### src/rtl/sys_cmd_ctrl.sv
// Command controller between the UART RX/TX pair and the register file / ALU.
// Decodes command frames, runs post-reset configuration writes and returns responses over TX.
module sys_cmd_ctrl #(
  parameter int                DATA_W     = 8,
  parameter int                ADDR_W     = 4,
  parameter int                FUN_W      = 4,
  parameter int                ALU_OUT_W  = 16,
  parameter int                CFG0_ADDR  = 2,
  parameter logic [DATA_W-1:0] CFG0_DATA  = 8'h23,
  parameter int                CFG1_ADDR  = 3,
  parameter logic [DATA_W-1:0] CFG1_DATA  = 8'h08,
  parameter logic [DATA_W-1:0] OP_WR      = 8'hAA,
  parameter logic [DATA_W-1:0] OP_RD      = 8'hBB,
  parameter logic [DATA_W-1:0] OP_ALU_OP  = 8'hCC,
  parameter logic [DATA_W-1:0] OP_ALU_NOP = 8'hDD,
  parameter int                TIMEOUT    = 255
) (
  input  logic                 clck,
  input  logic                 rst,
  input  logic [DATA_W-1:0]    rx_data,
  input  logic                 rx_valid,
  input  logic [DATA_W-1:0]    rd_data,
  input  logic                 rd_valid,
  input  logic [ALU_OUT_W-1:0] alu_out,
  input  logic                 alu_valid,
  input  logic                 tx_ready,
  output logic                 wr_en,
  output logic                 rd_en,
  output logic [ADDR_W-1:0]    addr,
  output logic [DATA_W-1:0]    wr_data,
  output logic [FUN_W-1:0]     alu_fun,
  output logic                 alu_en,
  output logic                 alu_clk_en,
  output logic [DATA_W-1:0]    tx_data,
  output logic                 tx_valid,
  output logic                 busy,
  output logic                 err
);

  localparam int NBYTES = ALU_OUT_W / DATA_W;
  localparam int CNT_W  = $clog2(NBYTES + 1);
  localparam int TMR_W  = $clog2(TIMEOUT + 1);

  typedef enum logic [3:0] {
    S_CFG0,
    S_CFG1,
    S_IDLE,
    S_WR_ADDR,
    S_WR_DATA,
    S_RD_ADDR,
    S_RD_WAIT,
    S_ALU_A,
    S_ALU_B,
    S_ALU_FUN,
    S_ALU_WAIT,
    S_TX_SEND
  } state_t;

  state_t               state, state_nxt;
  logic [ADDR_W-1:0]    addr_lat, addr_lat_nxt;
  logic [ALU_OUT_W-1:0] resp_buf, resp_buf_nxt;
  logic [CNT_W-1:0]     byte_cnt, byte_cnt_nxt;
  logic [TMR_W-1:0]     tmr, tmr_nxt;
  logic                 timed_out;

  logic                 wr_en_nxt, rd_en_nxt, alu_en_nxt, alu_clk_en_nxt;
  logic                 tx_valid_nxt, busy_nxt, err_nxt;
  logic [ADDR_W-1:0]    addr_nxt;
  logic [DATA_W-1:0]    wr_data_nxt, tx_data_nxt;
  logic [FUN_W-1:0]     alu_fun_nxt;

  // Last wait cycle: an awaited valid arriving now still wins over the timeout.
  assign timed_out = (tmr == TMR_W'(TIMEOUT - 1));

  always_ff @(posedge clck or posedge rst) begin
    if (rst) state <= S_CFG0;
    else     state <= state_nxt;
  end

  always_comb begin
    state_nxt      = state;
    addr_lat_nxt   = addr_lat;
    resp_buf_nxt   = resp_buf;
    byte_cnt_nxt   = byte_cnt;
    tmr_nxt        = tmr;
    wr_en_nxt      = 1'b0;
    rd_en_nxt      = 1'b0;
    alu_en_nxt     = 1'b0;
    err_nxt        = 1'b0;
    addr_nxt       = addr;
    wr_data_nxt    = wr_data;
    alu_fun_nxt    = alu_fun;
    alu_clk_en_nxt = alu_clk_en;
    tx_data_nxt    = tx_data;
    tx_valid_nxt   = tx_valid;
    busy_nxt       = (state != S_IDLE);

    case (state)
      S_CFG0: begin
        wr_en_nxt   = 1'b1;
        addr_nxt    = ADDR_W'(CFG0_ADDR);
        wr_data_nxt = CFG0_DATA;
        state_nxt   = S_CFG1;
      end
      S_CFG1: begin
        wr_en_nxt   = 1'b1;
        addr_nxt    = ADDR_W'(CFG1_ADDR);
        wr_data_nxt = CFG1_DATA;
        state_nxt   = S_IDLE;
      end
      S_IDLE: begin
        if (rx_valid) begin
          if (rx_data == OP_WR)           state_nxt = S_WR_ADDR;
          else if (rx_data == OP_RD)      state_nxt = S_RD_ADDR;
          else if (rx_data == OP_ALU_OP)  state_nxt = S_ALU_A;
          else if (rx_data == OP_ALU_NOP) state_nxt = S_ALU_FUN;
          else                            err_nxt   = 1'b1;
        end
      end
      S_WR_ADDR: begin
        if (rx_valid) begin
          addr_lat_nxt = rx_data[ADDR_W-1:0];
          state_nxt    = S_WR_DATA;
        end
      end
      S_WR_DATA: begin
        if (rx_valid) begin
          wr_en_nxt   = 1'b1;
          addr_nxt    = addr_lat;
          wr_data_nxt = rx_data;
          state_nxt   = S_IDLE;
        end
      end
      S_RD_ADDR: begin
        if (rx_valid) begin
          rd_en_nxt = 1'b1;
          addr_nxt  = rx_data[ADDR_W-1:0];
          tmr_nxt   = '0;
          state_nxt = S_RD_WAIT;
        end
      end
      S_RD_WAIT: begin
        if (rd_valid) begin
          resp_buf_nxt = ALU_OUT_W'(rd_data);
          byte_cnt_nxt = CNT_W'(1);
          tx_data_nxt  = rd_data;
          tx_valid_nxt = 1'b1;
          state_nxt    = S_TX_SEND;
        end else if (timed_out) begin
          err_nxt   = 1'b1;
          state_nxt = S_IDLE;
        end else begin
          tmr_nxt = tmr + TMR_W'(1);
        end
      end
      S_ALU_A: begin
        if (rx_valid) begin
          wr_en_nxt   = 1'b1;
          addr_nxt    = '0;
          wr_data_nxt = rx_data;
          state_nxt   = S_ALU_B;
        end
      end
      S_ALU_B: begin
        if (rx_valid) begin
          wr_en_nxt   = 1'b1;
          addr_nxt    = ADDR_W'(1);
          wr_data_nxt = rx_data;
          state_nxt   = S_ALU_FUN;
        end
      end
      S_ALU_FUN: begin
        if (rx_valid) begin
          alu_fun_nxt    = rx_data[FUN_W-1:0];
          alu_en_nxt     = 1'b1;
          alu_clk_en_nxt = 1'b1;
          tmr_nxt        = '0;
          state_nxt      = S_ALU_WAIT;
        end
      end
      S_ALU_WAIT: begin
        if (alu_valid) begin
          resp_buf_nxt   = alu_out;
          byte_cnt_nxt   = CNT_W'(NBYTES);
          tx_data_nxt    = alu_out[DATA_W-1:0];
          tx_valid_nxt   = 1'b1;
          alu_clk_en_nxt = 1'b0;
          state_nxt      = S_TX_SEND;
        end else if (timed_out) begin
          err_nxt        = 1'b1;
          alu_clk_en_nxt = 1'b0;
          state_nxt      = S_IDLE;
        end else begin
          tmr_nxt = tmr + TMR_W'(1);
        end
      end
      S_TX_SEND: begin
        // Least-significant byte leaves first; the next byte is presented right after each handshake.
        if (tx_valid && tx_ready) begin
          resp_buf_nxt = resp_buf >> DATA_W;
          byte_cnt_nxt = byte_cnt - CNT_W'(1);
          if (byte_cnt == CNT_W'(1)) begin
            tx_valid_nxt = 1'b0;
            state_nxt    = S_IDLE;
          end else begin
            tx_data_nxt = resp_buf_nxt[DATA_W-1:0];
          end
        end
      end
      default: state_nxt = S_IDLE;
    endcase
  end

  always_ff @(posedge clck or posedge rst) begin
    if (rst) begin
      addr_lat   <= '0;
      resp_buf   <= '0;
      byte_cnt   <= '0;
      tmr        <= '0;
      wr_en      <= 1'b0;
      rd_en      <= 1'b0;
      addr       <= '0;
      wr_data    <= '0;
      alu_fun    <= '0;
      alu_en     <= 1'b0;
      alu_clk_en <= 1'b0;
      tx_data    <= '0;
      tx_valid   <= 1'b0;
      busy       <= 1'b0;
      err        <= 1'b0;
    end else begin
      addr_lat   <= addr_lat_nxt;
      resp_buf   <= resp_buf_nxt;
      byte_cnt   <= byte_cnt_nxt;
      tmr        <= tmr_nxt;
      wr_en      <= wr_en_nxt;
      rd_en      <= rd_en_nxt;
      addr       <= addr_nxt;
      wr_data    <= wr_data_nxt;
      alu_fun    <= alu_fun_nxt;
      alu_en     <= alu_en_nxt;
      alu_clk_en <= alu_clk_en_nxt;
      tx_data    <= tx_data_nxt;
      tx_valid   <= tx_valid_nxt;
      busy       <= busy_nxt;
      err        <= err_nxt;
    end
  end

endmodule

### config.mk
export PLATFORM = sky130hd
export DESIGN_NAME = sys_cmd_ctrl
export DESIGN_NICKNAME = d
export VERILOG_FILES = /design/src/rtl/sys_cmd_ctrl.sv
export SDC_FILE = /design/constraint.sdc
export NUM_CORES = 1
export LEC_CHECK = 0
export ABC_AREA = 1
export BUFFER_PORTS_ARGS = -buffer_cell sky130_fd_sc_hd__buf_4
export CORE_MARGIN = 1.5
export CORE_UTILIZATION = 55
export CTS_BUF_LIST = sky130_fd_sc_hd__clkbuf_8
export DETAILED_ROUTE_END_ITERATION = 12
export GPL_ROUTABILITY_DRIVEN = 0
export HOLD_SLACK_MARGIN = 0.06
export PLACE_DENSITY = 0.93
export RECOVER_POWER = 25
export SLEW_MARGIN = 15
export SYNTH_ARGS = -nofsm -noshare
export SYNTH_HDL_FRONTEND = slang
export SYNTH_SLANG_ARGS = --single-unit
### constraint.sdc
create_clock -name clck -period 3.1 [get_ports clck]
set_input_delay 0.93 -clock clck [delete_from_list [all_inputs] [get_ports clck]]
set_output_delay 0.93 -clock clck [all_outputs]
set_load 0.01 [all_outputs]
# Word-level counts from Yosys, hierarchy flattened
# Index checks and enable logic that the tools add are counted.
[totals]
inputBits = 38
latch_bits = 0
output_inout_bits = 31
regBits = 65
ram_bits = 0
memories = 0
rom_bits = 0
[classes]
n_addsub = 2
n_reduce_logical = 20
shifts = 0
eq_ne = 36
n_mux = 64
n_bitwise = 0
mul = 0
div = 0
magnitude_cmp = 0
[ops]
columns = ["op", "count"]
rows = [
  ["2-to-1 mux 4 bit", 20],
  ["2-to-1 mux 8 bit", 9],
  ["case mux 8 bit (3 select lines)", 3],
  ["2-to-1 mux 16 bit", 3],
  ["case mux 16 bit (3 select lines)", 1],
  ["case mux 4 bit (11 select lines)", 1],
  ["== test 8 bit, second input constant", 5],
  ["inequality test 2 bit, second input constant", 14],
  ["case mux 4 bit (6 select lines)", 1],
  ["2-to-1 mux 1 bit", 18],
  ["== test 4 x 3 -> 1 bit, second input constant", 4],
  ["== test 4 bit, second input constant", 4],
  ["AND reduction 5 bit", 3],
  ["AND reduction 10 bit", 1],
  ["nonzero test 3 bit", 3],
  ["adder 8 x 1 -> 8 bit, second input constant", 1],
  ["== test 4 x 2 -> 1 bit, second input constant", 2],
  ["AND reduction 4 bit", 2],
  ["2-to-1 mux 2 bit", 3],
  ["case mux 1 bit (3 select lines)", 2],
  ["case mux 2 bit (3 select lines)", 1],
  ["AND reduction 2 bit", 3],
  ["nonzero test 6 bit", 1],
  ["inequality test 5 bit, second input constant", 1],
  ["13 further kinds", 16],
]

# Depth between registers and ports, before layout
# Gate-level depths: netlist of the first run.
[logic_depth]
ltp_word = 7
mapped_depth = 11
depth_no_buf = 11

# Worst setup path before layout of the first run
# Ideal clock, no wire load.
[synth_timing]
path_type = "input to register"
from = "in rd_valid"
to = "reg tx_data[0]"
path_stages = 8
n_path_buf = 1
t_arrival_ns = 1.644
slack_ns = 1.333
cell_sequence = "inv_1 > nand2_1 > nand2_2 > nor2_4 > nand2_2 > buf_6 > nand2_1 > o21ai_1"
[synth_between]
elab_chain_cells = 2
[synth_lines]
columns = ["item", "line", "text"]
rows = [
  ["from (decl)", "23", "input logic rd_valid,"],
  ["inequality test 2 bit (no line)", "--", ""],
  ["AND reduction 5 bit (no line)", "--", ""],
  ["to (signal assigned)", "243", "tx_data <= tx_data_nxt;"],
  ["to (decl)", "34", "output logic [DATA_W-1:0] tx_data,"],
]
# Every way passes these cells.
# A chain may end at the register's enable or synchronous reset.

# Worst setup path after layout of the first run
[layout_timing]
from = "reg state[3]"
to = "reg wr_data[3]"
[layout_between]
elab_chain_cells = 4
word_cells_on_any_way = 10
cone_classes = "eq/ne: 5; mux: 1; reduce/logical: 4"
[layout_lines]
columns = ["item", "line", "text"]
rows = [
  ["from (decl)", "59", "state_t state, state_nxt;"],
  ["from (signal assigned)", "77", "else state <= state_nxt;"],
  ["== test 4 bit / == test 4 x 3 -> 1 bit (equally long branches)", "98", "case (state)"],
  ["OR reduction 3 bit (no line)", "--", ""],
  ["inequality test 2 x 1 -> 1 bit (no line) / nonzero test 3 bit (equally long branches)", "--", ""],
  ["AND reduction 2 bit (no line)", "--", ""],
  ["to (signal assigned)", "239", "wr_data <= wr_data_nxt;"],
  ["to (decl)", "30", "output logic [DATA_W-1:0] wr_data,"],
]
# Several ways; a longest one is shown, not always the timed one.

==> results, run 1 <==
- Combinational logic is responsible for 42.5% of the overall power.
- At the worst endpoint, the required time is 3.33 ns.
- TritonCTS built the clock tree.
- The max-capacitance violation count is 1.
- The floorplan core area is 5470 sq um.
- In this run, the clock network consumes 24.4% of the power.
- The site row count is 27.
- Clock skew on the completed layout was measured at 0.00777 ns.
- The met3 usage is 6.05%.
- The total wire length after detailed routing is 8440 um.
- The switching part of the total power is 40.0%.
- The net count of the finished layout is 543.
- Leaving out fill and tap cells, the most frequent cell in the layout is sky130_fd_sc_hd__nand2_1.
- Cell internal power was estimated by the tool at 2.27 mW.
- The initial antenna violation count is 0.
- The net switching component of the power is 1.52 mW.
- The number of gates given a new drive strength after cts is 0.
- The sum of negative setup slack is 0 ns.
- Summing over every cut layer, the via total after detailed routing is 3209.
- The per-cell routed wire length is 14.6 um.
- The count of inserted antenna diode cells is 0.
- The analysis attributes to cell leakage a power of 2.08 nW.
- The part of the total power dissipated in sequential elements is 33.1%.
- The clock drives 57 sinks.
- The class of the tightest hold or removal check is reg2reg.
- The number of synthesis warnings is 0.
- STA classifies the critical path endpoint as a register.
- The cell at the root of the clock tree is sky130_fd_sc_hd__clkbuf_8.
- The post-CTS clock slew at the launch and capture registers of the worst setup and hold paths is 0.07 ns.
- The count of endpoints failing hold in the final timing report is 0.
- The initial core utilization is 56.9%.
- The startpoint class of the critical path is a register.
- Counting the fill cells in the layout gives 411.
- The top fanout value on the critical path is 12.
- Counting flops and latches in the post-synthesis netlist gives 57.
- The run finished, with violations left.
- For the finished layout, the period the worst path requires is 2.39 ns.
- Summed over all nets, the half-perimeter wirelength after detailed placement is 5870 um.
- The post-route netlist has 20.7% of its cells at a drive strength greater than 1.
- The number of buffers inserted for hold repair after clock tree synthesis is 0.
- The share of the yosys chip area belonging to registers is 45.8%.
- Data on the critical path arrives at its endpoint at 2.62 ns.
- The worst relative slew slack is 0.562%.
- The global routing usage on met2 is 46.8%.
- The cell area after technology mapping is 3110 sq um.
- The placed instances occupy a cell area of 3690 sq um.
- The die covers 6120 sq um.
- In this run the mean area of a mapped cell was 7.29 sq um.
- The latest clock arrival within the worst-skew pair is 0.35 ns.
- The maximum clock rate is 418 MHz.
- The number of CTS-inserted buffers is 9.
- For this run, design rule violations remaining after detail routing come to 0.
- Dividing the final minimum period by the clock period gives 77.2%.
- The leftover overflow at the end of global routing is 0.
- The maximum count of clock buffers along a single path is 2.
- The number of top-level pins is 69.
- The number of port buffers is 68.
- The average via count per standard cell is 5.54.
- The maximum number of pins on one net before global-route repair is 27.
- The final non-filler cell area is 3940 sq um.
- met2 is the most crowded layer.
- The slew at the pin with the worst max-slew slack is 1.49 ns.
- The count of pins over their slew limit is 0.
- The number of global-route vias before repair is 3045.
- Setup repair after global routing left no endpoint under its margin.
- In this run the horizontal extent of the chip is 78.2 um.
- The length of the first detailed-routing pass in iterations is 5.
- Measured along the y axis, the die boundary spans 78.2 um.
- The final reports fail on max-capacitance violations.
- The global-route met1 utilization is 36.6%.
- In this run the number of H-tree levels came out at 3.
- The total setup buffers inserted after CTS is 0.
- The wire length of the first global-routing pass is 13800 um.
- The fraction of the core area covered by cells at the end of the flow is 71.9%.
- The total power per unit cell area is 962 nW/um^2.
- From synthesis to final layout, the design area changed by 26.4%.
- The setup path with the least slack is of type reg2reg.
- VDD sags by at most 0.579 mV.
- The post-synthesis cell type count is 28.
- The detailed router finished its first iteration with 282 violations.
- The library cells used most frequently in the layout, excluding fill and tap cells, are sky130_fd_sc_hd__nand2_1, sky130_fd_sc_hd__buf_4, sky130_fd_sc_hd__dfrtp_1, sky130_fd_sc_hd__nor2_1, sky130_fd_sc_hd__inv_1.
- The instance count of the mapped netlist is 427.
- The number of nets handed over by synthesis was 468.
- The count of final setup violators is 0.
- Global routing used 29.0% of the available tracks across all layers.
- Once detail routing completed, the nets flagged for antenna violations numbered 0.
==> layer usage <==
layer  part of all wire, %  up-vias
met3                   7.4       39
met4                   3.8        0
met5                     0        -
li1                      -     1528
met1                    40     1490
met2                    49      152
==> layout make-up <==
class	instances	area, sq um	share of cell area, %
inverters	38	143	3.62
multi-input cells	324	1490	37.8
well taps	72	90.1	2.29
flip-flops and latches	57	1430	36.2
clock inverters	7	134	3.40
repair buffers	72	533	13.5
clock buffers	9	124	3.15
==> critical path: stages, from the launching register on <==
cell and delay, ns:
sky130_fd_sc_hd__dfrtp_1 0.43, sky130_fd_sc_hd__inv_1 0.11, sky130_fd_sc_hd__nor2_1 0.08, sky130_fd_sc_hd__nand2_1 0.16
sky130_fd_sc_hd__nand2_1 0.12, sky130_fd_sc_hd__o21ai_0 0.83, sky130_fd_sc_hd__nand2_1 0.31, sky130_fd_sc_hd__nor2_1 0.18
sky130_fd_sc_hd__a21oi_1 0.05
==> power groups by stage <==
| stage | clock, mW | sequential (mW) | combinational, mW |
|---|---|---|---|
| 3_5_place_dp | 0 | 1.25 | 1.57 |
| 2_1_floorplan | 0 | 1.30 | 0.965 |
| 5_1_grt | 0.957 | 1.29 | 1.79 |
| 3_3_place_gp | 0 | 1.24 | 1.50 |
| 6_report | 0.925 | 1.25 | 1.61 |
| 4_1_cts | 0.920 | 1.25 | 1.60 |
==> cells in the mapped netlist <==
cell type | n | area share (%)
sky130_fd_sc_hd__a21oi_1 | 18 | 2.9
sky130_fd_sc_hd__buf_2 | 3 | 0.48
sky130_fd_sc_hd__buf_4 | 2 | 0.48
sky130_fd_sc_hd__buf_6 | 2 | 0.72
sky130_fd_sc_hd__clkbuf_1 | 1 | 0.12
sky130_fd_sc_hd__dfrtp_1 | 57 | 46
sky130_fd_sc_hd__ha_1 | 3 | 1.2
sky130_fd_sc_hd__inv_1 | 37 | 4.5
sky130_fd_sc_hd__inv_2 | 1 | 0.12
sky130_fd_sc_hd__nand2_1 | 143 | 17
sky130_fd_sc_hd__nand2_2 | 4 | 0.80
sky130_fd_sc_hd__nand2b_1 | 1 | 0.20
sky130_fd_sc_hd__nand3_1 | 32 | 5.1
sky130_fd_sc_hd__nand4_1 | 4 | 0.80
sky130_fd_sc_hd__nor2_1 | 50 | 6.0
sky130_fd_sc_hd__nor2_2 | 3 | 0.60
sky130_fd_sc_hd__nor2_4 | 2 | 0.72
sky130_fd_sc_hd__nor3_1 | 2 | 0.32
sky130_fd_sc_hd__o2111ai_1 | 1 | 0.28
sky130_fd_sc_hd__o21a_1 | 1 | 0.24
sky130_fd_sc_hd__o21ai_0 | 36 | 5.8
sky130_fd_sc_hd__o21ai_1 | 9 | 1.4
sky130_fd_sc_hd__o21ai_2 | 7 | 2.0
sky130_fd_sc_hd__o21ai_4 | 1 | 0.52
sky130_fd_sc_hd__o21bai_1 | 1 | 0.24
sky130_fd_sc_hd__o22ai_1 | 1 | 0.20
sky130_fd_sc_hd__or2_2 | 3 | 0.60
sky130_fd_sc_hd__xor2_1 | 2 | 0.56
==> state kept, by name, summed over array words and instances, names as in the netlist, 2 cells and up <==
register and flops:
addr 4, addr_lat 4, alu_fun 4, byte_cnt 2
resp_buf 8, state 4, tmr 8, tx_data 8
wr_data 8
==> logic make-up after synthesis <==
kind of cell	Yosys count	synth area share, %
AO/OA/AOI/OAI	75	13.6
XOR/XNOR	2	0.563
adder cells (fa/ha/maj)	3	1.21
buffers and inverters	46	6.39
flip-flops	57	45.8
AND/OR/NAND/NOR	244	32.5
==> final timing paths <==
path                                        start                     end  slack [ns]  cells after the start
min reg2reg                tx_data[2]$_DFFE_PP0P_  tx_data[2]$_DFFE_PP0P_        0.50                      2
min                        tx_data[2]$_DFFE_PP0P_  tx_data[2]$_DFFE_PP0P_        0.50                      2
max                          state[3]$_DFFE_PP0P_  wr_data[3]$_DFFE_PP0P_        0.71                      8
max in group asynchronous                     rst      tmr[4]$_DFFE_PP0P_        0.86                      3
min in group asynchronous                     rst  tx_data[7]$_DFFE_PP0P_        0.54                      2
max reg2reg                  state[3]$_DFFE_PP0P_  wr_data[3]$_DFFE_PP0P_        0.71                      8
==> per-stage QoR <==
step / cells / setup WS [ns] / total power [mW] / hold slack, ns
after floorplan: 427 / 0.770 / 2.26 / 0.453
after global placement: 563 / 0.933 / 2.73 / 0.466
after detailed placement: 563 / 0.786 / 2.83 / 0.477
after CTS: 579 / 0.728 / 3.77 / 0.489
after global routing: 579 / 0.466 / 4.03 / 0.519
final: 579 / 0.707 / 3.79 / 0.496
(Power assumes the default switching activity.)
==> inputs of run 2 (changes only) <==
==> constraint.sdc (replaced) <==
create_clock -name clck -period 2.25 [get_ports clck]
set_input_delay 0.675 -clock clck [delete_from_list [all_inputs] [get_ports clck]]
set_output_delay 0.675 -clock clck [all_outputs]
set_load 0.01 [all_outputs]
==> run 2 against run 1 <==
Global-route usage is 1.4 points lower. Core utilization down 1.3 points. Wire length fell by 6.5%. Highest routed layer unchanged. Non-clock buffer count grew 1. Largest cell class unchanged. The run now ends clean.
==> results, run 2 (synthesized netlist as in run 1, its figures left out) <==
- The maximum number of pins on one net before global-route repair is 58 (was 27).
- The top fanout value on the critical path is 16 (was 12).
- Commonest cells after routing, fill and taps aside: sky130_fd_sc_hd__nand2_1, sky130_fd_sc_hd__buf_4, sky130_fd_sc_hd__dfrtp_1, sky130_fd_sc_hd__nor2_1, sky130_fd_sc_hd__inv_1 (unchanged).
- The terminus of the critical flop-to-flop path is tx_data[0]$_DFFE_PP0P_ (was wr_data[3]$_DFFE_PP0P_).
- The global router's overall resource usage is 27.6% (was 29.0%).
- The number of CTS-inserted buffers is 9 (unchanged).
- The critical path required time came to 2.46 ns (was 3.33 ns).
- The startpoint class of the critical path is a register (unchanged).
- The count of final setup violators is 0 (unchanged).
- The critical path class is reg2reg (unchanged).
- The length of the first detailed-routing pass in iterations is 5 (unchanged).
- The layout overhead on the synthesized area was 24.2% (was 26.4%).
- The count of nets left with antenna violations after detail routing came to 0 (unchanged).
- The cell count along the critical path is 9 (was 8).
- The worst relative slew slack was 8.11% (was 0.562%).
- The count of endpoints failing hold in the final timing report is 0 (unchanged).
- The least setup slack across all paths after layout is 0.204 ns (was 0.707 ns).
- The final non-filler cell area came to 3870 sq um (was 3940 sq um).
- The HPWL after detailed placement is 5670 um (was 5870 um).
- The leftover overflow at the end of global routing is 0 (unchanged).
- The floorplan core area is 5470 sq um (unchanged).
- The number of buffers and inverters on the critical path is 1 (unchanged).
- The cell with the largest stage delay on the worst path is sky130_fd_sc_hd__dfrtp_1 (was sky130_fd_sc_hd__o21ai_0).
- The number of DRC markers in iteration 0 is 291 (was 282).
- The critical path data arrival time is 2.25 ns (was 2.62 ns).
- The TritonCTS clock tree is done (unchanged).
- The post-CTS clock slew at the launch and capture registers of the worst setup and hold paths is 0.06 ns (was 0.07 ns).
- The final critical path time including I/O delays and setup is 2.05 ns (was 2.39 ns).
- The initial core utilization is 56.9% (unchanged).
- The H-tree depth is 3 (unchanged).
- The highest ir drop seen on vdd is 0.751 mV (was 0.579 mV).
- The type of element capturing the critical path was a register (unchanged).
- The dominant delay contributor by cell family on the critical path is simple AND/OR/NAND/NOR gates (was compound AO/OA/AOI/OAI gates).
- The reg-to-reg critical path startpoint is state[0]$_DFFE_PP0P_ (was state[3]$_DFFE_PP0P_).
- The maximum count of clock buffers along a single path is 2 (unchanged).
- The total wire length after detailed routing came to 7890 um (was 8440 um).
- The final clock period utilization by the worst path is 90.9% (was 77.2%).
- The final routed DRC violation total is 0 (unchanged).
- The number of gates given a new drive strength after cts is 0 (unchanged).
- The floorplan die area is 6120 sq um (unchanged).
- The critical path's most frequent cell is sky130_fd_sc_hd__nand2_1 (unchanged).
- The number of nets in the final layout is 544 (was 543).
- The number of top-level pins came to 69 (unchanged).
- The class of the tightest hold or removal check is reg2reg (unchanged).
- The via total after detailed routing was 3178 (was 3209).
- The wire length of the first global-routing pass is 13200 um (was 13800 um).
- The number of port buffers is 68 (unchanged).
- The average via count per standard cell is 5.48 (was 5.54).
- The largest stage delay on the critical path is 0.46 ns (was 0.83 ns).
- The slew at the pin with the worst max-slew slack was 1.38 ns (was 1.49 ns).
- The initial antenna violation count is 0 (unchanged).
- The setup slack of the most critical reg-to-reg path is 0.20 ns (was 0.71 ns).
- The fraction of the core area covered by cells at the end of the flow is 70.7% (was 71.9%).
- The latest clock arrival within the worst-skew pair is 0.34 ns (was 0.35 ns).
- The maximum clock rate is 489 MHz (was 418 MHz).
- The number of buffers inserted for hold repair after clock tree synthesis is 0 (unchanged).
- The final instance count without filler cells is 580 (was 579).
- The ratio of cells with drive above 1 in the final layout came to 21.3% (was 20.7%).
- The launch point of the worst path is state[0]$_DFFE_PP0P_ (was state[3]$_DFFE_PP0P_).
- CP Cell Sequence: inv_1 -> nand2_1 -> nor2_1 -> nand2_1 -> nand2_2 -> nor2_4 -> nand2_2 -> nand2_1 -> o21ai_1 (was inv_1 -> nor2_1 -> nand2_1 -> nand2_1 -> o21ai_0 -> nand2_1 -> nor2_1 -> a21oi_1).
- The number of global-route vias before repair is 3030 (was 3045).
- The sum of negative setup slack is 0 ns (unchanged).
- The worst reg2reg path depth was 9 (was 8).
- The cell count after placement was 564 (was 563).
- The cell area reported after detailed placement is 3710 sq um (was 3690 sq um).
- Status: finished, final reports clean (was finished with violations).
- The pre-CTS worst setup slack is 0.364 ns (was 0.786 ns).
- The commonest non-fill, non-tap cell in the layout was sky130_fd_sc_hd__nand2_1 (unchanged).
- The final setup skew is 0.00568 ns (was 0.00777 ns).
- The cell at the root of the clock tree is sky130_fd_sc_hd__clkbuf_8 (unchanged).
- The overall die height is 78.2 um (unchanged).
- RSZ-0062 raised after global routing: false (unchanged).
- The CTS sink count is 57 (unchanged).
- The count of pins over their slew limit is 0 (unchanged).
- The total setup buffers inserted after CTS is 0 (unchanged).
- The site row count was 27 (unchanged).
- The max-capacitance violation count is 0 (was 1).
- The destination of the critical timing path is tx_data[0]$_DFFE_PP0P_ (was wr_data[3]$_DFFE_PP0P_).
- The count of inserted antenna diode cells came to 0 (unchanged).
- The total power per unit cell area is 1230 nW/um^2 (was 962 nW/um^2).
- The per-cell routed wire length came to 13.6 um (was 14.6 um).
- The width of the die came to 78.2 um (unchanged).
- The leakage power summed over all cells is 2.05 nW (was 2.08 nW).
-- run 2: power by group --
part	internal, mW	switching, mW
Sequential	1.44	0.285
Clock	0.445	0.386
Combinational	0.864	1.33
-- run 2: metal layers --
layer  global-route usage (%)  up-vias  wire (um)
li1                         -     1530          -
met1                     34.2     1473       3240
met5                        0        -          0
met2                     45.1      150       3810
met3                     6.40       25        605
met4                     13.9        0        230
-- run 2: stage by stage --
step / power (mW) / hold slack (ns)
finish: 4.75 / 0.485
floorplan: 3.12 / 0.453
detailed placement: 3.88 / 0.469
global placement: 3.78 / 0.467
global route: 5.11 / 0.502
CTS: 4.74 / 0.415
-- run 2: layout make-up --
cell class | count | area (sq um)
Multi-Input combinational cell | 324 | 1490
Fill cell | 445 | 1610
Tap cell | 72 | 90.1
Clock buffer | 11 | 151
Timing Repair Buffer | 73 | 546
Clock inverter | 5 | 22.5
Inverter | 38 | 143
Sequential cell | 57 | 1430
-- run 2: how the worst min path moves through the flow --
stage                                       start                      end  slack (ns)  cells past startpoint
after floorplan           addr_lat[0]$_DFFE_PP0P_  addr_lat[0]$_DFFE_PP0P_        0.45                      2
after global placement        addr[1]$_DFFE_PP0P_      addr[1]$_DFFE_PP0P_        0.47                      2
after detailed placement      addr[1]$_DFFE_PP0P_      addr[1]$_DFFE_PP0P_        0.47                      2
after CTS                                     rst      addr[2]$_DFFE_PP0P_        0.42                      3
after global routing      addr_lat[2]$_DFFE_PP0P_  addr_lat[2]$_DFFE_PP0P_        0.50                      2
final                      alu_fun[2]$_DFFE_PP0P_   alu_fun[2]$_DFFE_PP0P_        0.48                      2
-- run 2: tightest hold or removal path, cell delays in order, from the launching register on --
cell,delay [ns]
sky130_fd_sc_hd__dfrtp_1,0.34
sky130_fd_sc_hd__nand2_1,0.05
sky130_fd_sc_hd__o21ai_0,0.05
==> inputs of run 3 (changes only) <==
--- a/config.mk
+++ b/config.mk
@@ -5,7 +5,7 @@
 export SDC_FILE = /design/constraint.sdc
 export NUM_CORES = 1
 export LEC_CHECK = 0
-export ABC_AREA = 1
+export ABC_AREA = 0
 export BUFFER_PORTS_ARGS = -buffer_cell sky130_fd_sc_hd__buf_4
 export CORE_MARGIN = 1.5
 export CORE_UTILIZATION = 55
@@ -15,7 +15,6 @@
 export HOLD_SLACK_MARGIN = 0.06
 export PLACE_DENSITY = 0.93
 export RECOVER_POWER = 25
-export SLEW_MARGIN = 15
 export SYNTH_ARGS = -nofsm -noshare
 export SYNTH_HDL_FRONTEND = slang
 export SYNTH_SLANG_ARGS = --single-unit
==> run 3 against run 2 <==
Flip-flop and latch count unchanged. Clock skew rose by 0.0026 ns. Synthesized area shrank 0.40%. Critical path depth shrank 5. Final area rose by 1.4%. Sequential share of layout area shrank 0.51 points. Critical path type unchanged. Largest cell class unchanged. Highest routed layer unchanged.
==> results, run 3 <==
- The destination of the critical timing path is state[0]$_DFFE_PP0P_ (was tx_data[0]$_DFFE_PP0P_).
- The number of synthesis warnings came to 0 (unchanged).
- The number of port buffers is 68 (unchanged).
- The final routed DRC violation total is 0 (unchanged).
- The final setup skew was 0.00832 ns (was 0.00568 ns).
- The maximum clock rate was 474 MHz (was 489 MHz).
- The count of nets left with antenna violations after detail routing is 0 (unchanged).
- The most numerous cell in the Yosys netlist is sky130_fd_sc_hd__dfrtp_1 (was sky130_fd_sc_hd__nand2_1).
- The fraction of synthesized cell area taken by the top area cell type is 46.0% (was 45.8%).
- The average via count per standard cell is 6.09 (was 5.48).
- The TritonCTS clock tree is done (unchanged).
- The count of endpoints failing hold in the final timing report is 0 (unchanged).
- The dominant delay contributor by cell family on the critical path is flip-flops (was simple AND/OR/NAND/NOR gates).
- The via total after detailed routing was 2874 (was 3178).
- The maximum number of pins on one net before global-route repair is 36 (was 58).
- The post-synthesis cell type count is 52 (was 28).
- The critical path data arrival time is 2.35 ns (was 2.25 ns).
- The final critical path time including I/O delays and setup is 2.11 ns (was 2.05 ns).
- The critical path class is reg2reg (unchanged).
- The cell accounting for the most synthesized area is sky130_fd_sc_hd__dfrtp_1 (unchanged).
- Cell types occupying the most area after synthesis: sky130_fd_sc_hd__dfrtp_1, sky130_fd_sc_hd__mux2_2, sky130_fd_sc_hd__o21ai_0 (was sky130_fd_sc_hd__dfrtp_1, sky130_fd_sc_hd__nand2_1, sky130_fd_sc_hd__nor2_1).
- The post-CTS clock slew at the launch and capture registers of the worst setup and hold paths came to 0.07 ns (was 0.06 ns).
- The initial antenna violation count is 0 (unchanged).
- The type of element capturing the critical path is a register (unchanged).
- The slew at the pin with the worst max-slew slack was 0.904 ns (was 1.38 ns).
- The per-cell routed wire length is 17.0 um (was 13.6 um).
- The count of final setup violators is 0 (unchanged).
- The largest stage delay on the critical path is 0.66 ns (was 0.46 ns).
- The overall die height came to 78.1 um (was 78.2 um).
- The initial core utilization is 56.7% (was 56.9%).
- The startpoint class of the critical path is a register (unchanged).
- The count of pins over their slew limit is 0 (unchanged).
- The top fanout value on the critical path is 13 (was 16).
- The number of buffers inserted for hold repair after clock tree synthesis is 0 (unchanged).
- The dominant register cell in the synthesized netlist is sky130_fd_sc_hd__dfrtp_1 (unchanged).
- The cell area after technology mapping came to 3100 sq um (was 3110 sq um).
- The total wire length after detailed routing is 8010 um (was 7890 um).
- The post-synthesis average cell area is 9.72 sq um (was 7.29 sq um).
- The instance count of the mapped netlist was 319 (was 427).
- The critical path required time is 2.49 ns (was 2.46 ns).
- The proportion of synthesized flip-flops having asynchronous set or reset was 100% (unchanged).
- The number of DRC markers in iteration 0 is 390 (was 291).
- The number of synthesized flops with an enable pin is 0 (unchanged).
- The number of buffers and inverters on the critical path is 0 (was 1).
- The length of the first detailed-routing pass in iterations is 5 (unchanged).
- The cell count along the critical path is 4 (was 9).
- Synth cell count leaders: sky130_fd_sc_hd__dfrtp_1, sky130_fd_sc_hd__nand2_1, sky130_fd_sc_hd__o21ai_0, sky130_fd_sc_hd__nor2_1 (was sky130_fd_sc_hd__nand2_1, sky130_fd_sc_hd__dfrtp_1, sky130_fd_sc_hd__nor2_1, sky130_fd_sc_hd__inv_1, sky130_fd_sc_hd__o21ai_0).
- The CTS sink count was 57 (unchanged).
- The final clock period utilization by the worst path is 93.8% (was 90.9%).
- The reg-to-reg critical path startpoint was state[3]$_DFFE_PP0P_ (was state[0]$_DFFE_PP0P_).
- Commonest cells after routing, fill and taps aside: sky130_fd_sc_hd__buf_4, sky130_fd_sc_hd__dfrtp_1, sky130_fd_sc_hd__nand2_1, sky130_fd_sc_hd__o21ai_0, sky130_fd_sc_hd__nor2_1 (was sky130_fd_sc_hd__nand2_1, sky130_fd_sc_hd__buf_4, sky130_fd_sc_hd__dfrtp_1, sky130_fd_sc_hd__nor2_1, sky130_fd_sc_hd__inv_1).
- The global router's overall resource usage is 28.2% (was 27.6%).
- The layout overhead on the synthesized area is 26.4% (was 24.2%).
- The worst reg2reg path depth came to 4 (was 9).
- The wire length of the first global-routing pass was 13200 um (about the same).
- The number of gates given a new drive strength after cts is 0 (unchanged).
- The number of global-route vias before repair is 2761 (was 3030).
- The worst hold slack came to 0.481 ns (was 0.485 ns).
- The worst relative slew slack is 39.7% (was 8.11%).
- The site row count is 27 (unchanged).
- The maximum count of clock buffers along a single path is 2 (unchanged).
- The latest clock arrival within the worst-skew pair is 0.35 ns (was 0.34 ns).
- The launch point of the worst path is state[3]$_DFFE_PP0P_ (was state[0]$_DFFE_PP0P_).
- The leftover overflow at the end of global routing is 0 (unchanged).
- The max-capacitance violation count is 0 (unchanged).
- The number of CTS-inserted buffers is 9 (unchanged).
- The total power per unit cell area is 1400 nW/um^2 (was 1230 nW/um^2).
- RSZ-0062 raised after global routing: false (unchanged).
- Status: finished, final reports clean (unchanged).
- The terminus of the critical flop-to-flop path is state[0]$_DFFE_PP0P_ (was tx_data[0]$_DFFE_PP0P_).
- The total setup buffers inserted after CTS is 0 (unchanged).
- The cell with the largest stage delay on the worst path is sky130_fd_sc_hd__dfrtp_1 (unchanged).
- The share of the yosys chip area belonging to registers was 46.0% (was 45.8%).
- The HPWL after detailed placement came to 5510 um (was 5670 um).
- The setup slack of the most critical reg-to-reg path was 0.14 ns (was 0.20 ns).
- The number of nets in the final layout came to 436 (was 544).
- The floorplan core area is 5470 sq um (unchanged).
- The number of top-level pins is 69 (unchanged).
- The ratio of cells with drive above 1 in the final layout is 32.3% (was 21.3%).
- The count of inserted antenna diode cells is 0 (unchanged).
- CP Cell Sequence: nand2b_1 -> a311o_1 -> o221ai_2 -> mux2_2 (was inv_1 -> nand2_1 -> nor2_1 -> nand2_1 -> nand2_2 -> nor2_4 -> nand2_2 -> nand2_1 -> o21ai_1).
- The synthesized netlist net count is 360 (was 468).
- The sum of negative setup slack is 0 ns (unchanged).
- The commonest non-fill, non-tap cell in the layout is sky130_fd_sc_hd__buf_4 (was sky130_fd_sc_hd__nand2_1).
- The highest ir drop seen on vdd is 0.792 mV (was 0.751 mV).
- The leakage power summed over all cells is 1.75 nW (was 2.05 nW).
- The cell at the root of the clock tree is sky130_fd_sc_hd__clkbuf_8 (unchanged).
- The floorplan die area is 6100 sq um (was 6120 sq um).
- The number of storage elements in the synthesis netlist is 57 (unchanged).
- The H-tree depth is 3 (unchanged).
- The class of the tightest hold or removal check is reg2reg (unchanged).
- The width of the die is 78.1 um (was 78.2 um).
run 3: cell count changes after synthesis, moves of 6 or more:
| cell | previous run | this run |
|---|---|---|
| sky130_fd_sc_hd__or3_1 | 0 | 6 |
| sky130_fd_sc_hd__nor3_1 | 2 | 11 |
| sky130_fd_sc_hd__mux2i_1 | 0 | 10 |
| sky130_fd_sc_hd__mux2_2 | 0 | 21 |
| sky130_fd_sc_hd__o21ai_2 | 7 | 0 |
| sky130_fd_sc_hd__nor2_1 | 50 | 29 |
| sky130_fd_sc_hd__buf_2 | 3 | 10 |
| sky130_fd_sc_hd__nand2_1 | 143 | 33 |
| sky130_fd_sc_hd__o21ai_1 | 9 | 1 |
| sky130_fd_sc_hd__nand3_1 | 32 | 10 |
| sky130_fd_sc_hd__o21ai_0 | 36 | 30 |
| sky130_fd_sc_hd__inv_1 | 37 | 10 |
run 3: kinds of logic (layout without fill, tap and decap cells):
kind of cell,count (synthesis),count (layout),share of synthesized area [%]
and+or+nand+nor,111,111,17.7
AOI/OAI and AO/OA,89,89,19.6
DFF,57,57,46.0
muxes,31,31,10.9
buffers and inverters,26,107,3.91
adders and majority gates,3,3,1.21
xor gates and xnor gates,2,2,0.807
run 3: how the worst min path moves through the flow:
stage	cells past startpoint	slack, ns	startpoint	endpoint
after floorplan	2	0.45	resp_buf[10]$_DFFE_PP0P_	resp_buf[10]$_DFFE_PP0P_
after global placement	2	0.46	resp_buf[8]$_DFFE_PP0P_	resp_buf[8]$_DFFE_PP0P_
after detailed placement	2	0.47	resp_buf[11]$_DFFE_PP0P_	resp_buf[11]$_DFFE_PP0P_
after CTS	2	0.37	rst	addr[3]$_DFFE_PP0P_
after global routing	1	0.52	alu_clk_en$_DFFE_PP0P_	alu_clk_en$_DFFE_PP0P_
final	2	0.48	resp_buf[9]$_DFFE_PP0P_	resp_buf[9]$_DFFE_PP0P_
run 3: stage by stage:
step                      cells  utilization, %  power (mW)  instance area (sq um)  setup slack, ns
after floorplan             319               -        3.52                   3100            0.175
after global placement      456            68.1        4.30                   3730            0.113
after detailed placement    456            68.1        4.42                   3730           0.0765
after CTS                   472            71.9        5.47                   3940            0.213
after global routing        472            71.7        5.83                   3920           0.0504
final                       472            71.7        5.48                   3920            0.140
run 3: per-layer routing:
metal,GRT usage [%],vias up,part of all wire [%]
met5,0,-,0
met4,13.2,0,2.6
met3,8.37,27,8.7
met2,46.8,188,49
met1,33.8,1356,39
li1,-,1303,-
run 3: cell type report:
cell class | instances | area (sq um)
Multi-Input combinational cell | 236 | 1550
Fill cell | 405 | 1550
Sequential cell | 57 | 1430
Timing Repair Buffer | 81 | 606
Clock buffer | 12 | 165
Tap cell | 72 | 90.1
Clock inverter | 4 | 42.5
Inverter | 10 | 37.5
run 3: worst register-to-register path, delay by kind of cell, from the launching register on:
kind / cells / cell delay [ns]
compound gates: 2 / 0.62
simple gates: 1 / 0.34
flops: 1 / 0.66
mux: 1 / 0.38
run 3: where the power goes:
part           leakage (nW)  switching (mW)  internal (mW)
Sequential            0.714           0.374           1.47
Clock                 0.115           0.410          0.592
Combinational         0.926            1.41           1.23
Total                  1.75            2.20           3.28
